**src/rtl/p_dot_mac_if.sv**
```systemverilog
// p_dot_mac bus: control, shared RAM read port and result.
// master drives requests and RAM data, slave is the MAC engine.
interface p_dot_mac_if #(
  parameter int D_WIDTH   = 4,
  parameter int A_WIDTH   = 4,
  parameter int ACC_WIDTH = 2*D_WIDTH+A_WIDTH
);
  logic                        start;
  logic        [A_WIDTH-1:0]   len;
  logic                        relu_en;
  logic        [A_WIDTH-1:0]   r_addr;
  logic signed [D_WIDTH-1:0]   w_data;
  logic signed [D_WIDTH-1:0]   x_data;
  logic signed [ACC_WIDTH-1:0] acc_out;
  logic                        busy;
  logic                        done;

  modport master (
    output start, len, relu_en,
    output w_data, x_data,
    input  r_addr, acc_out, busy, done
  );

  modport slave (
    input  start, len, relu_en,
    input  w_data, x_data,
    output r_addr, acc_out, busy, done
  );
endinterface

```
**src/rtl/p_dot_mac.sv**
```systemverilog
// p_dot_mac: sequential dot product of weight and activation
// vectors read from two one-cycle-latency RAMs, optional ReLU.
module p_dot_mac #(
  parameter int D_WIDTH   = 4,
  parameter int A_WIDTH   = 4,
  parameter int ACC_WIDTH = 2*D_WIDTH+A_WIDTH
) (
  input  logic        clk,
  input  logic        rst,
  p_dot_mac_if.slave  bus
);

  typedef enum logic [1:0] {
    S_IDLE,
    S_FETCH,
    S_DRAIN,
    S_DONE
  } state_t;

  state_t                      r_state;
  logic        [A_WIDTH-1:0]   r_addr;
  logic        [A_WIDTH-1:0]   r_len;
  logic                        r_relu;
  logic                        r_valid_d;
  logic                        r_busy;
  logic                        r_done;
  logic signed [ACC_WIDTH-1:0] r_acc;

  logic signed [2*D_WIDTH-1:0] w_w_ext;
  logic signed [2*D_WIDTH-1:0] w_x_ext;
  logic signed [2*D_WIDTH-1:0] w_prod;
  logic signed [ACC_WIDTH-1:0] w_term;

  // operands widened first so the product is exact at 2*D_WIDTH
  assign w_w_ext = {{D_WIDTH{bus.w_data[D_WIDTH-1]}}, bus.w_data};
  assign w_x_ext = {{D_WIDTH{bus.x_data[D_WIDTH-1]}}, bus.x_data};
  assign w_prod  = w_w_ext * w_x_ext;
  assign w_term  = ACC_WIDTH'(w_prod);

  always_ff @(posedge clk) begin
    if (rst) begin
      r_state   <= S_IDLE;
      r_addr    <= '0;
      r_len     <= '0;
      r_relu    <= 1'b0;
      r_valid_d <= 1'b0;
      r_busy    <= 1'b0;
      r_done    <= 1'b0;
      r_acc     <= '0;
    end else begin
      r_valid_d <= (r_state == S_FETCH);
      r_done    <= 1'b0;
      if (r_valid_d)
        r_acc <= r_acc + w_term;
      unique case (r_state)
        S_IDLE: begin
          if (bus.start) begin
            r_state <= S_FETCH;
            r_addr  <= '0;
            r_acc   <= '0;
            r_len   <= bus.len;
            r_relu  <= bus.relu_en;
            r_busy  <= 1'b1;
          end
        end
        S_FETCH: begin
          // last address leaves FETCH, so the counter never wraps
          if (r_addr == r_len) begin
            r_state <= S_DRAIN;
            r_addr  <= '0;
          end else begin
            r_addr <= r_addr + A_WIDTH'(1);
          end
        end
        S_DRAIN: begin
          r_state <= S_DONE;
          r_busy  <= 1'b0;
          r_done  <= 1'b1;
        end
        S_DONE: begin
          r_state <= S_IDLE;
        end
      endcase
    end
  end

  assign bus.r_addr  = r_addr;
  assign bus.busy    = r_busy;
  assign bus.done    = r_done;
  assign bus.acc_out = (r_relu && r_acc[ACC_WIDTH-1]) ? '0 : r_acc;

endmodule

```
**src/flat_wrapper.sv**
```systemverilog
// flat-port wrapper written by rule: the top's interface ports become plain ports
module p_dot_mac_flat 
#(
  parameter int D_WIDTH   = 4,
  parameter int A_WIDTH   = 4,
  parameter int ACC_WIDTH = 2*D_WIDTH+A_WIDTH
)
  (clk, rst, bus_start, bus_len, bus_relu_en, bus_w_data, bus_x_data, bus_r_addr, bus_acc_out, bus_busy, bus_done);
  p_dot_mac_if #(.D_WIDTH(D_WIDTH), .A_WIDTH(A_WIDTH), .ACC_WIDTH(ACC_WIDTH)) bus_i ();
  input  logic clk;
  input  logic rst;
  input wire logic [$bits(bus_i.start)-1:0] bus_start;
  input wire logic [$bits(bus_i.len)-1:0] bus_len;
  input wire logic [$bits(bus_i.relu_en)-1:0] bus_relu_en;
  input wire logic [$bits(bus_i.w_data)-1:0] bus_w_data;
  input wire logic [$bits(bus_i.x_data)-1:0] bus_x_data;
  output wire logic [$bits(bus_i.r_addr)-1:0] bus_r_addr;
  output wire logic [$bits(bus_i.acc_out)-1:0] bus_acc_out;
  output wire logic [$bits(bus_i.busy)-1:0] bus_busy;
  output wire logic [$bits(bus_i.done)-1:0] bus_done;
  assign bus_i.start = bus_start;
  assign bus_i.len = bus_len;
  assign bus_i.relu_en = bus_relu_en;
  assign bus_i.w_data = bus_w_data;
  assign bus_i.x_data = bus_x_data;
  assign bus_r_addr = bus_i.r_addr;
  assign bus_acc_out = bus_i.acc_out;
  assign bus_busy = bus_i.busy;
  assign bus_done = bus_i.done;
  p_dot_mac #(.D_WIDTH(D_WIDTH), .A_WIDTH(A_WIDTH), .ACC_WIDTH(ACC_WIDTH)) u_core (.clk(clk), .rst(rst), .bus(bus_i));
endmodule
```
**config.mk**
```make
export PLATFORM = sky130hd
export DESIGN_NAME = p_dot_mac_flat
export DESIGN_NICKNAME = d
export VERILOG_FILES = /design/src/rtl/p_dot_mac_if.sv /design/src/rtl/p_dot_mac.sv /design/src/flat_wrapper.sv
export SDC_FILE = /design/constraint.sdc
export NUM_CORES = 1
export LEC_CHECK = 0
export BUFFER_PORTS_ARGS = -buffer_cell sky130_fd_sc_hd__buf_2
export CAP_MARGIN = 10
export CORE_ASPECT_RATIO = 0.8
export CORE_UTILIZATION = 59
export DETAILED_ROUTE_END_ITERATION = 16
export HOLD_SLACK_MARGIN = 0.08
export PLACE_DENSITY = 0.85
export SYNTH_ARGS = -nofsm -noshare
export SYNTH_HDL_FRONTEND = slang
export SYNTH_SLANG_ARGS = --single-unit
```
**constraint.sdc**
```tcl
create_clock -name clk -period 5 [get_ports clk]
set_clock_uncertainty 0.1 [all_clocks]
set_input_delay 0.5 -clock clk [delete_from_list [all_inputs] [get_ports clk]]
set_output_delay 0.5 -clock clk [all_outputs]
set_load 0.01 [all_outputs]
```
; ---- After elaboration in Yosys (flattened, before gate mapping)
; Cells that the tools add are included.
[op_classes]
mul = 1
n_eq_ne = 6
n_reduce_logical = 8
muxes = 13
n_addsub = 2
[ops]
columns = op, n
row1 = 12-bit 2-to-1 mux, 4
row2 = 12-bit by 8-bit adder with 12-bit output, 1
row3 = 4-bit by 4-bit multiplier with 8-bit output, 1
row4 = 4-bit 2-to-1 mux, 2
row5 = 2-bit one-hot mux with 4 select lines, 1
row6 = 4-bit one-hot mux with 2 select lines, 1
row7 = 2-bit AND reduction, 4
row8 = "4-bit by 1-bit adder with 4-bit output, second input constant", 1
row9 = "2-bit == test, second input constant", 2
row10 = 4-bit == test, 1
row11 = 2-bit 2-to-1 mux, 2
row12 = "2-bit != test, second input constant", 2
row13 = 2-bit nonzero test, 2
row14 = "2-bit by 1-bit == test with 1-bit output, second input constant", 1
row15 = 2-bit logical NOT, 1
row16 = 1-bit 2-to-1 mux, 2
row17 = 1-bit one-hot mux with 2 select lines, 1
row18 = 1-bit logical AND, 1
[word_totals]
wordCells = 38
regBits = 26

; ---- Logic depth before layout (Yosys ltp)
; Gate-level depths: netlist of run 1.
[logic_depth]
ltp_word = 5
ltp_mapped = 13
ltp_nobuf = 13

; ---- Least setup slack after synthesis of run 1
; OpenSTA, ideal clock, no wires.
[synth_path]
path_type = input to register
from = in bus_w_data[3]
to = reg u_core.r_acc[11]
t_required_ns = 4.775
path_buffers = 0
path_slack_ns = 1.118
setup_time_ns = 0.125
t_arrival_ns = 3.657
path_stages = 12
path_cell_list = mux2_2 ha_1 fa_1 inv_1 fa_1 inv_1 ha_1 nor3_1 or3b_1 a21o_1 a311oi_1 nand3_1
[synth_via]
elab_chain_cells = 5
[synth_rtl]
columns = item, line_no
row1 = start: declaration, flat_wrapper.sv:15  ; input wire logic [$bits(bus_i.w_data)-1:0] bus_w_data;
row2 = 4-bit by 4-bit multiplier with 8-bit output (*), p_dot_mac.sv:37  ; assign w_prod = w_w_ext * w_x_ext;
row3 = 12-bit by 8-bit adder with 12-bit output (*), p_dot_mac.sv:54  ; r_acc <= r_acc + w_term;
row4 = 12-bit 2-to-1 mux (*), p_dot_mac.sv:53  ; if (r_valid_d)
row5 = 12-bit 2-to-1 mux, p_dot_mac.sv:57  ; if (bus.start) begin
row6 = 12-bit 2-to-1 mux (*), p_dot_mac.sv:55  ; unique case (r_state)
row7 = end signal: assignment, p_dot_mac.sv:54
row8 = end: declaration, p_dot_mac.sv:27  ; logic signed [ACC_WIDTH-1:0] r_acc;
; Every way passes the cells marked *; elsewhere a longest branch is shown, timed or not.
; A chain may end at the register's enable or synchronous reset.

; ---- Final worst setup path of run 1
; Ends and elaborated chain as after synthesis.

==> flow_metrics.tcl, run 1 <==
set metrics [dict create \
    status "finished clean" \
    synth_commonest_cells "inv_1, ha_1, dfxtp_1, fa_1, nor2_1" \
    dr.pass1.iters 4 \
    fillers 328 \
    cellLeakagePower_nw 1.40 \
    max_cap_violations 0 \
    final_nets 384 \
    ys_seq_area_share_pct 20.6 \
    yosys_warnings 0 \
    utilization_pct 70.8 \
    slowest_delay_ps 570 \
    numCtsBuffers 3 \
    hp-class "reg -> reg" \
    fmax_mhz 253 \
    place_congestion 0.801 \
    critPathLaunchType "input pin" \
    hold_viol 0 \
    clockBufferDepth 2 \
    io_buffers 33 \
    synth_edf_count 0 \
    cts-root-buf "clkbuf_8" \
    grt_pass1_wl_um 7960 \
    viasPerCell 5.27 \
    fp.dieArea_um2 4540 \
    multi_input_area_um2 1790 \
    drc 0 \
    crit_family "adder cells" \
    worstMarginPinSlew_ps 792 \
    crit_fanout 5 \
    cp.required_ps 5060 \
    ff_latch_area_um2 520 \
    cts_setup_buffers 0 \
    finalSetupViolCount 0 \
    reg2reg_depth 11 \
    fp.coreArea_um2 3950 \
    irDropWorstVdd_v 0.000288 \
    grt_pass1_vias 1809 \
    end_kind "flip-flop" \
    synth.area.top_cells "dfxtp_1, fa_1, ha_1, inv_1, and2_1" \
    crit_buf_inv 3 \
    yosys.cell_types.count 46 \
    syn_area_per_cell_um2 8.79 \
    worst-r2r-setup-slack_ps 1320 \
    min_period_over_period_pct 78.9 \
    rsz0062_at_grt "no" \
    num_rows 20 \
    yosysMostFrequentCell "inv_1" \
    ant_nets 0 \
    cp.depth 13 \
    wl_per_cell_um 12.6 \
    power_density_nw_per_um2 386 \
    clkLatencyLatePin_ps 270 \
    ctsResizeCount 0 \
    min_path_cells 2 \
    grt_max_degree 20 \
    area_delta_synth_final_pct 10.9 \
    dp_cells 367 \
    power_mw 1.08 \
    postCtsHoldBufs 0 \
    critPathKind "in -> reg" \
    yosys_most_used_dff "dfxtp_1" \
    fin_cells 371 \
    ys_ff_latch 26 \
    vias 1956 \
    die_x_um 75.1 \
    syn_nets 354 \
    synth_area_um2 2520 \
    overflow 0 \
    synth_top_area_cell "dfxtp_1" \
    hpwl_um 3830 \
    clk_transition_reported_paths_ps 90 \
    slew_headroom_pct 47.1 \
    tns_ps 0 \
    synth-async-reset-ratio_pct 0 \
    boundaryPins 34 \
    fin_crit_ps 3950 \
    cts_tree "done" \
    netlist.area_leader.share_pct 20.6 \
    cp_cell_sequence "buf_2, mux2_2, ha_1, fa_1, inv_1, fa_1, inv_1, ha_1, o21ai_0, or3b_1, a21o_1, a311oi_1, nand3_1" \
    cp_slowest_cell "fa_1" \
    wirelength_um 4690 \
    htreeDepth 1 \
    initial_core_util_pct 63.8 \
    cp.arrival_ps 4000 \
    drive_gt1_share_pct 14.2 \
    grt_usage_pct 23.3 \
    antenna_cells 0 \
    drt_iter0_markers 53 \
    fp.dieH_um 60.5 \
    antenna_found_initial 0 \
    syn_inst 287 \
    clock-sinks 26 \
    slew_violations 0 \
]
==> final timing paths <==
kind / start / endpoint
setup / recovery: bus_w_data[3] / u_core.r_acc[11]
hold / removal: u_core.r_len[3] / u_core.r_len[3]
setup reg to reg: u_core.r_acc[3] / u_core.r_acc[8]
hold reg to reg: u_core.r_len[3] / u_core.r_len[3]
==> metrics by stage <==
stage / hold WS, ps / setup WS (ps) / cell area, µm²
6_report: 369 / 1050 / 2800
2_1_floorplan: 348 / 1120 / 2520
3_3_place_gp: 358 / 882 / 2730
5_1_grt: 373 / 878 / 2800
3_5_place_dp: 360 / 779 / 2730
4_1_cts: 368 / 1070 / 2800
==> state kept, by name, indices dropped and copies added, names as in the netlist <==
register,count
u_core.r_acc,12
u_core.bus.r_addr,4
u_core.r_len,4
u_core.r_state,2
u_core.bus.busy,1
u_core.bus.done,1
u_core.r_relu,1
u_core.r_valid_d,1
==> report_power, final <==
group | switching, mW | internal (mW)
combinational | 0.347 | 0.266
clock | 0.0657 | 0.107
sequential | 0.0470 | 0.248
total | 0.459 | 0.621
==> cells in the final DEF, fill, tap and decap left out, types with 2 or more instances in the layout <==
master and instances:
mux2i_1 9, fa_1 22, nor2b_1 5, dfxtp_1 26, nand3b_1 2, a21oi_1 12
a21o_1 5, nand2b_1 3, buf_2 33, nor2_1 19, nand4_1 2, xnor2_1 9
nand3_1 10, a31oi_1 2, o21bai_1 2, xor2_1 6, nand2_1 17, o21ai_1 4
inv_1 49, ha_1 29, and2_1 18, clkbuf_8 3, and2_2 2, nor3b_1 3
a211oi_1 2
==> layout make-up <==
type | instances | share of cell area [%]
inverters | 49 | 6.57
flip-flops and latches | 26 | 18.6
repair buffers | 33 | 5.90
multi-input cells | 204 | 63.9
well taps | 55 | 2.46
clock inverters | 1 | 1.07
clock buffers | 3 | 1.48
==> layer usage <==
metal	track usage, %	share of wire [%]	vias up
met4	2.16	0.30	0
met5	0	0	-
li1	-	-	992
met1	30.5	47	929
met3	4.15	2.5	2
met2	42.2	50	33
==> worst reg2reg max path, cell delays in order (launching register included) <==
cell and delay, ps:
dfxtp_1 350, fa_1 520, inv_1 50, fa_1 470, fa_1 540, inv_1 70, fa_1 470, a21o_1 190
a21oi_1 260, o21bai_1 140, a2111o_1 410, nand3_1 60
==> cell families after synthesis <==
logic type / after synthesis / share of synthesized area [%]
AO/OA/AOI/OAI: 37 / 9.67
XOR/XNOR: 17 / 6.75
adder cells (fa/ha/maj): 51 / 31.8
buffers and inverters: 57 / 8.48
flip-flops: 26 / 20.6
multiplexers: 10 / 4.02
AND/OR/NAND/NOR: 89 / 18.6
No activity file was read; power rests on OpenSTA's default activity.
==> run 2, diff against run 1 <==
- CORE_UTILIZATION: 59 -> 53
- PLACE_DENSITY: 0.85 -> 0.81
- clock period: 5 -> 3.2 ns (I/O delays scaled with it)
==> run 2 against run 1 <==
Die area is 11% higher. The flow now finishes with violations (negative setup slack). Worst setup slack worse by 1200 ps. Largest cell class unchanged. Power is 97% higher. Critical path depth is 2 lower. Final area is 19% higher. Largest power group unchanged. Hold slack worse by 180 ps. Clock-buffer cell count stayed put. Combinational power is 130% higher. Global-route usage is 1.6 points higher.
==> flow_metrics.tcl, run 2 (synthesis gave the netlist of run 1 again) <==
set metrics [dict create \
    fp.dieH_um 63.7 \
    reg2reg_from "u_core.r_acc[3]" \
    status "finished with violations" \
    multi_input_area_um2 2020 \
    clk_transition_reported_paths_ps 90 \
    setup_slack_ps -179 \
    ff_latch_area_um2 524 \
    reg_top3 "u_core.r_acc: 12 flops, u_core.bus.r_addr: 4 flops, u_core.r_len: 4 flops" \
    fmax_mhz 296 \
    timing.rr.end "u_core.r_acc[8]" \
    boundaryPins 34 \
    die_x_um 79.1 \
    htreeDepth 1 \
    antenna_cells 0 \
    clock-sinks 26 \
    hp-class "in -> reg" \
    initial_core_util_pct 55.2 \
    reg2reg_depth 11 \
    hold_end "u_core.r_len[0]" \
    clkLatencyLatePin_ps 270 \
    num_rows 22 \
    io_buffers 33 \
    fp.coreArea_um2 4570 \
    largest_register_ffs 12 \
    dr.pass1.iters 4 \
    antenna_found_initial 0 \
    worstMarginPinSlew_ps 673 \
    cellLeakagePower_nw 1.60 \
    area_delta_synth_final_pct 31.7 \
    slowest_delay_ps 520 \
    tns_ps -624 \
    max_cap_violations 0 \
    cts_tree "done" \
    grt_max_degree 20 \
    postCtsHoldBufs 0 \
    place_congestion 0.818 \
    end_kind "flip-flop" \
    final_nets 420 \
    cp.arrival_ps 3500 \
    final_common_cell "inv_1" \
    worstHoldStart "bus_len[0]" \
    drive_gt1_share_pct 34.1 \
    clockBufferDepth 2 \
    critPathLaunchType "flip-flop" \
    worst-r2r-setup-slack_ps -180 \
    grt_usage_pct 25.0 \
    cts-root-buf "clkbuf_8" \
    violations "negative setup slack" \
    slew_violations 0 \
    largest-register "u_core.r_acc" \
    rsz0062_at_grt "yes" \
    irDropWorstVdd_v 0.000320 \
    overflow 0 \
    power_density_nw_per_um2 639 \
    vias 2148 \
    numCtsBuffers 3 \
    fin_cells 412 \
    crit_buf_inv 2 \
    cp_cell_sequence "fa_1, inv_2, fa_2, fa_1, inv_2, fa_2, a21o_1, a21oi_2, o21bai_1, a2111o_1, nand3_1" \
    crit_family "adder cells" \
    wirelength_um 5810 \
    grt_pass1_vias 2057 \
    cp.required_ps 3320 \
    min_period_over_period_pct 106 \
    grt_pass1_wl_um 9730 \
    slew_headroom_pct 55.2 \
    critPathKind "reg -> reg" \
    fillers 302 \
    crit_fanout 3 \
    hpwl_um 4410 \
    ant_nets 0 \
    min_path_cells 3 \
    finalSetupViolCount 7 \
    dp_cells 404 \
    drt_iter0_markers 100 \
    cp_slowest_cell "fa_1" \
    fp.dieArea_um2 5040 \
    fin_crit_ps 3380 \
    wl_per_cell_um 14.1 \
    viasPerCell 5.21 \
    hold_viol 0 \
    power_mw 2.12 \
    drc 0 \
    final_cell_mix "inv_1, buf_4, buf_2" \
]
run 2: report_power, final:
group / leakage, nW / total, mW / switching (mW) / internal, mW
registers: 0.212 / 0.446 / 0.0580 / 0.388
clock network: 0.0357 / 0.274 / 0.106 / 0.167
logic: 1.35 / 1.40 / 0.718 / 0.686
total: 1.60 / 2.12 / 0.882 / 1.24
run 2: worst max path at each step:
| stage | from | to | slack (ps) | depth (start not counted) |
|---|---|---|---|---|
| after floorplan | bus_w_data[3] | u_core.r_acc[11] | -210 | 13 |
| after global placement | bus_x_data[3] | u_core.r_acc[11] | -380 | 13 |
| after detailed placement | bus_w_data[3] | u_core.r_acc[11] | -460 | 13 |
| after CTS | u_core.r_acc[3] | u_core.r_acc[8] | -150 | 11 |
| after global routing | bus_w_data[2] | u_core.r_acc[11] | -260 | 14 |
| final | u_core.r_acc[3] | u_core.r_acc[8] | -180 | 11 |
run 2: layout make-up:
| cell class | instances | share of cell area [%] |
|---|---|---|
| clock inverters | 1 | 0.904 |
| clock buffers | 3 | 1.24 |
| repair buffers | 69 | 13.6 |
| multi-input cells | 204 | 60.7 |
| flip-flops and latches | 26 | 15.8 |
| well taps | 60 | 2.26 |
| inverters | 49 | 5.53 |
run 2: per-layer routing:
metal	up-vias	part of all wire (%)	track usage (%)
met4	0	1.7	6.14
met1	1041	45	33.6
met2	37	51	42.6
met3	9	2.6	2.90
met5	-	0	0
li1	1061	-	-
run 2: repair_timing:
action | CTS | global route
pin swaps | 22 | 10
endpoints found under the setup margin | 6 | 7
resized for setup | 20 | 7
setup buffers | 3 | 1
run 2: per-stage QoR:
| step | hold slack (ps) | utilization, % | setup slack (ps) | instance area (µm²) |
|---|---|---|---|---|
| floorplan | 348 | - | -208 | 2660 |
| global placement | 360 | 67.7 | -379 | 3100 |
| detailed placement | 359 | 67.7 | -460 | 3100 |
| CTS | 186 | 72.2 | -151 | 3300 |
| global route | 186 | 72.7 | -258 | 3320 |
| finish | 192 | 72.7 | -179 | 3320 |
run 2: tightest hold or removal path, stage by stage:
cell and delay (ps):
buf_2 90, nand3_1 60, a21oi_1 50
==> run 3, diff against run 2 <==
- CORE_UTILIZATION: 53 -> 40
- PLACE_DENSITY: 0.81 -> 0.65
==> run 3 against run 2 <==
The run still ends with negative setup slack left. Cell count is 5.1% higher. Final area is 0.15% higher. Maximum frequency is 0.28% higher. Global-route usage is 8.5 points lower. First-iteration DRC count is 14% lower. Highest routed layer unchanged. Combinational power hardly changed. Power is 1.7% lower. Clock power hardly changed. Hold slack worse by 5.7 ps.
==> flow_metrics.tcl, run 3 (synthesis gave the netlist of run 1 again) <==
set metrics [dict create \
    slew_violations 0 \
    setup_slack_ps -170 \
    hp-class "in -> reg" \
    final_common_cell "inv_1" \
    drc 0 \
    max_cap_violations 0 \
    io_buffers 33 \
    antenna_found_initial 0 \
    crit_buf_inv 3 \
    grt_pass1_vias 1844 \
    viasPerCell 4.72 \
    cts_tree "done" \
    fp.dieArea_um2 6630 \
    dp_cells 425 \
    largest_register_ffs 12 \
    end_kind "flip-flop" \
    cp_slowest_cell "fa_1" \
    utilization_pct 55.4 \
    violations "negative setup slack" \
    reg2reg_from "u_core.r_acc[8]" \
    final_nets 420 \
    fp.coreArea_um2 6010 \
    htreeDepth 1 \
    clkLatencyLatePin_ps 270 \
    fin_crit_ps 3370 \
    worstHoldStart "bus_len[1]" \
    clk_transition_reported_paths_ps 100 \
    irDropWorstVdd_v 0.000305 \
    antenna_cells 0 \
    fin_cells 433 \
    worstMarginPinSlew_ps 699 \
    status "finished with violations" \
    cellLeakagePower_nw 1.60 \
    crit_fanout 5 \
    numCtsBuffers 3 \
    final_cell_mix "inv_1, buf_4, buf_2" \
    power_density_nw_per_um2 627 \
    num_rows 25 \
    cp.depth 13 \
    rsz0062_at_grt "yes" \
    clock-sinks 26 \
    postCtsHoldBufs 0 \
    design_area_um2 3330 \
    area_delta_synth_final_pct 31.9 \
    hold_viol 0 \
    largest-register "u_core.r_acc" \
    grt_usage_pct 16.5 \
    initial_core_util_pct 42.0 \
    slowest_delay_ps 520 \
    hpwl_um 4320 \
    cp.required_ps 3260 \
    critPathKind "in -> reg" \
    reg2reg_depth 11 \
    finalSetupViolCount 6 \
    wirelength_um 5250 \
    boundaryPins 34 \
    crit_family "adder cells" \
    clockBufferDepth 2 \
    placed_area_um2 3120 \
    overflow 0 \
    grt_pass1_wl_um 8650 \
    place_congestion 0.776 \
    vias 2045 \
    min_path_cells 3 \
    fmax_mhz 297 \
    slew_headroom_pct 53.4 \
    cp.arrival_ps 3430 \
    drt_iter0_markers 86 \
    wl_per_cell_um 12.1 \
    grt_max_degree 18 \
    cp_cell_sequence "buf_8, mux2_4, ha_4, fa_1, inv_1, fa_1, inv_2, ha_4, o21ai_2, or3b_4, a21o_1, a311oi_2, nand3_1" \
    min_period_over_period_pct 105 \
    drive_gt1_share_pct 32.7 \
    cts-root-buf "clkbuf_8" \
    reg_top3 "u_core.r_acc: 12 flops, u_core.bus.r_addr: 4 flops, u_core.r_len: 4 flops" \
    dr.pass1.iters 4 \
    critPathLaunchType "input pin" \
    die_x_um 90.8 \
    ant_nets 0 \
    fp.dieH_um 73.0 \
    power_mw 2.09 \
    crit_start "bus_w_data[3]" \
]
-- run 3: cell counts in the layout (fill, tap and decap cells not counted) --
Identical to the previous run, type by type.
-- run 3: worst paths after layout --
kind / end / slack (ps)
max: u_core.r_acc[11] / -170
min: u_core.r_len[1] / 190
max reg2reg: u_core.r_acc[11] / -150
min reg2reg: u_core.r_len[0] / 370
-- run 3: power by group --
part,internal (mW),total (mW),switching (mW),leakage [nW]
Combinational,0.681,1.37,0.686,1.35
Sequential,0.388,0.446,0.0575,0.212
Clock,0.167,0.275,0.108,0.0357
Total,1.24,2.09,0.851,1.60
-- run 3: layer usage --
metal | global-route usage [%] | vias up | wire length [µm]
met2 | 27.4 | 17 | 2430
met1 | 23.3 | 965 | 2700
li1 | - | 1061 | -
met3 | 2.81 | 2 | 99
met5 | 0 | - | 0
met4 | 2.12 | 0 | 22
-- run 3: layout make-up --
class,instances,area (µm²)
Fill cell,549,2680
Multi-Input combinational cell,204,1980
Sequential cell,26,522
Timing Repair Buffer,69,463
Inverter,49,186
Tap cell,81,101
Clock buffer,3,41.3
Clock inverter,1,30.0
-- run 3: worst register-to-register path, cell delays in order, from the launching register on --
cell	delay, ps
dfxtp_1	440
ha_4	240
fa_1	520
inv_1	50
fa_1	520
inv_2	50
ha_4	260
o21ai_2	50
or3b_4	390
a21o_1	200
a311oi_2	290
nand3_1	100
-- run 3: through the flow --
step / hold WS, ps / setup TNS (ps) / worst slack, ps
after floorplan: 348 / -464 / -208
after global placement: 361 / -2010 / -427
after detailed placement: 362 / -2250 / -552
after CTS: 185 / -473 / -167
after global routing: 195 / -1380 / -304
final: 186 / -593 / -170
-- run 3: what timing repair did --
action                     CTS  global route
setup endpoints to repair    6             6
gates resized for setup     23             2
setup buffers                3             1
pin swaps                   18             6
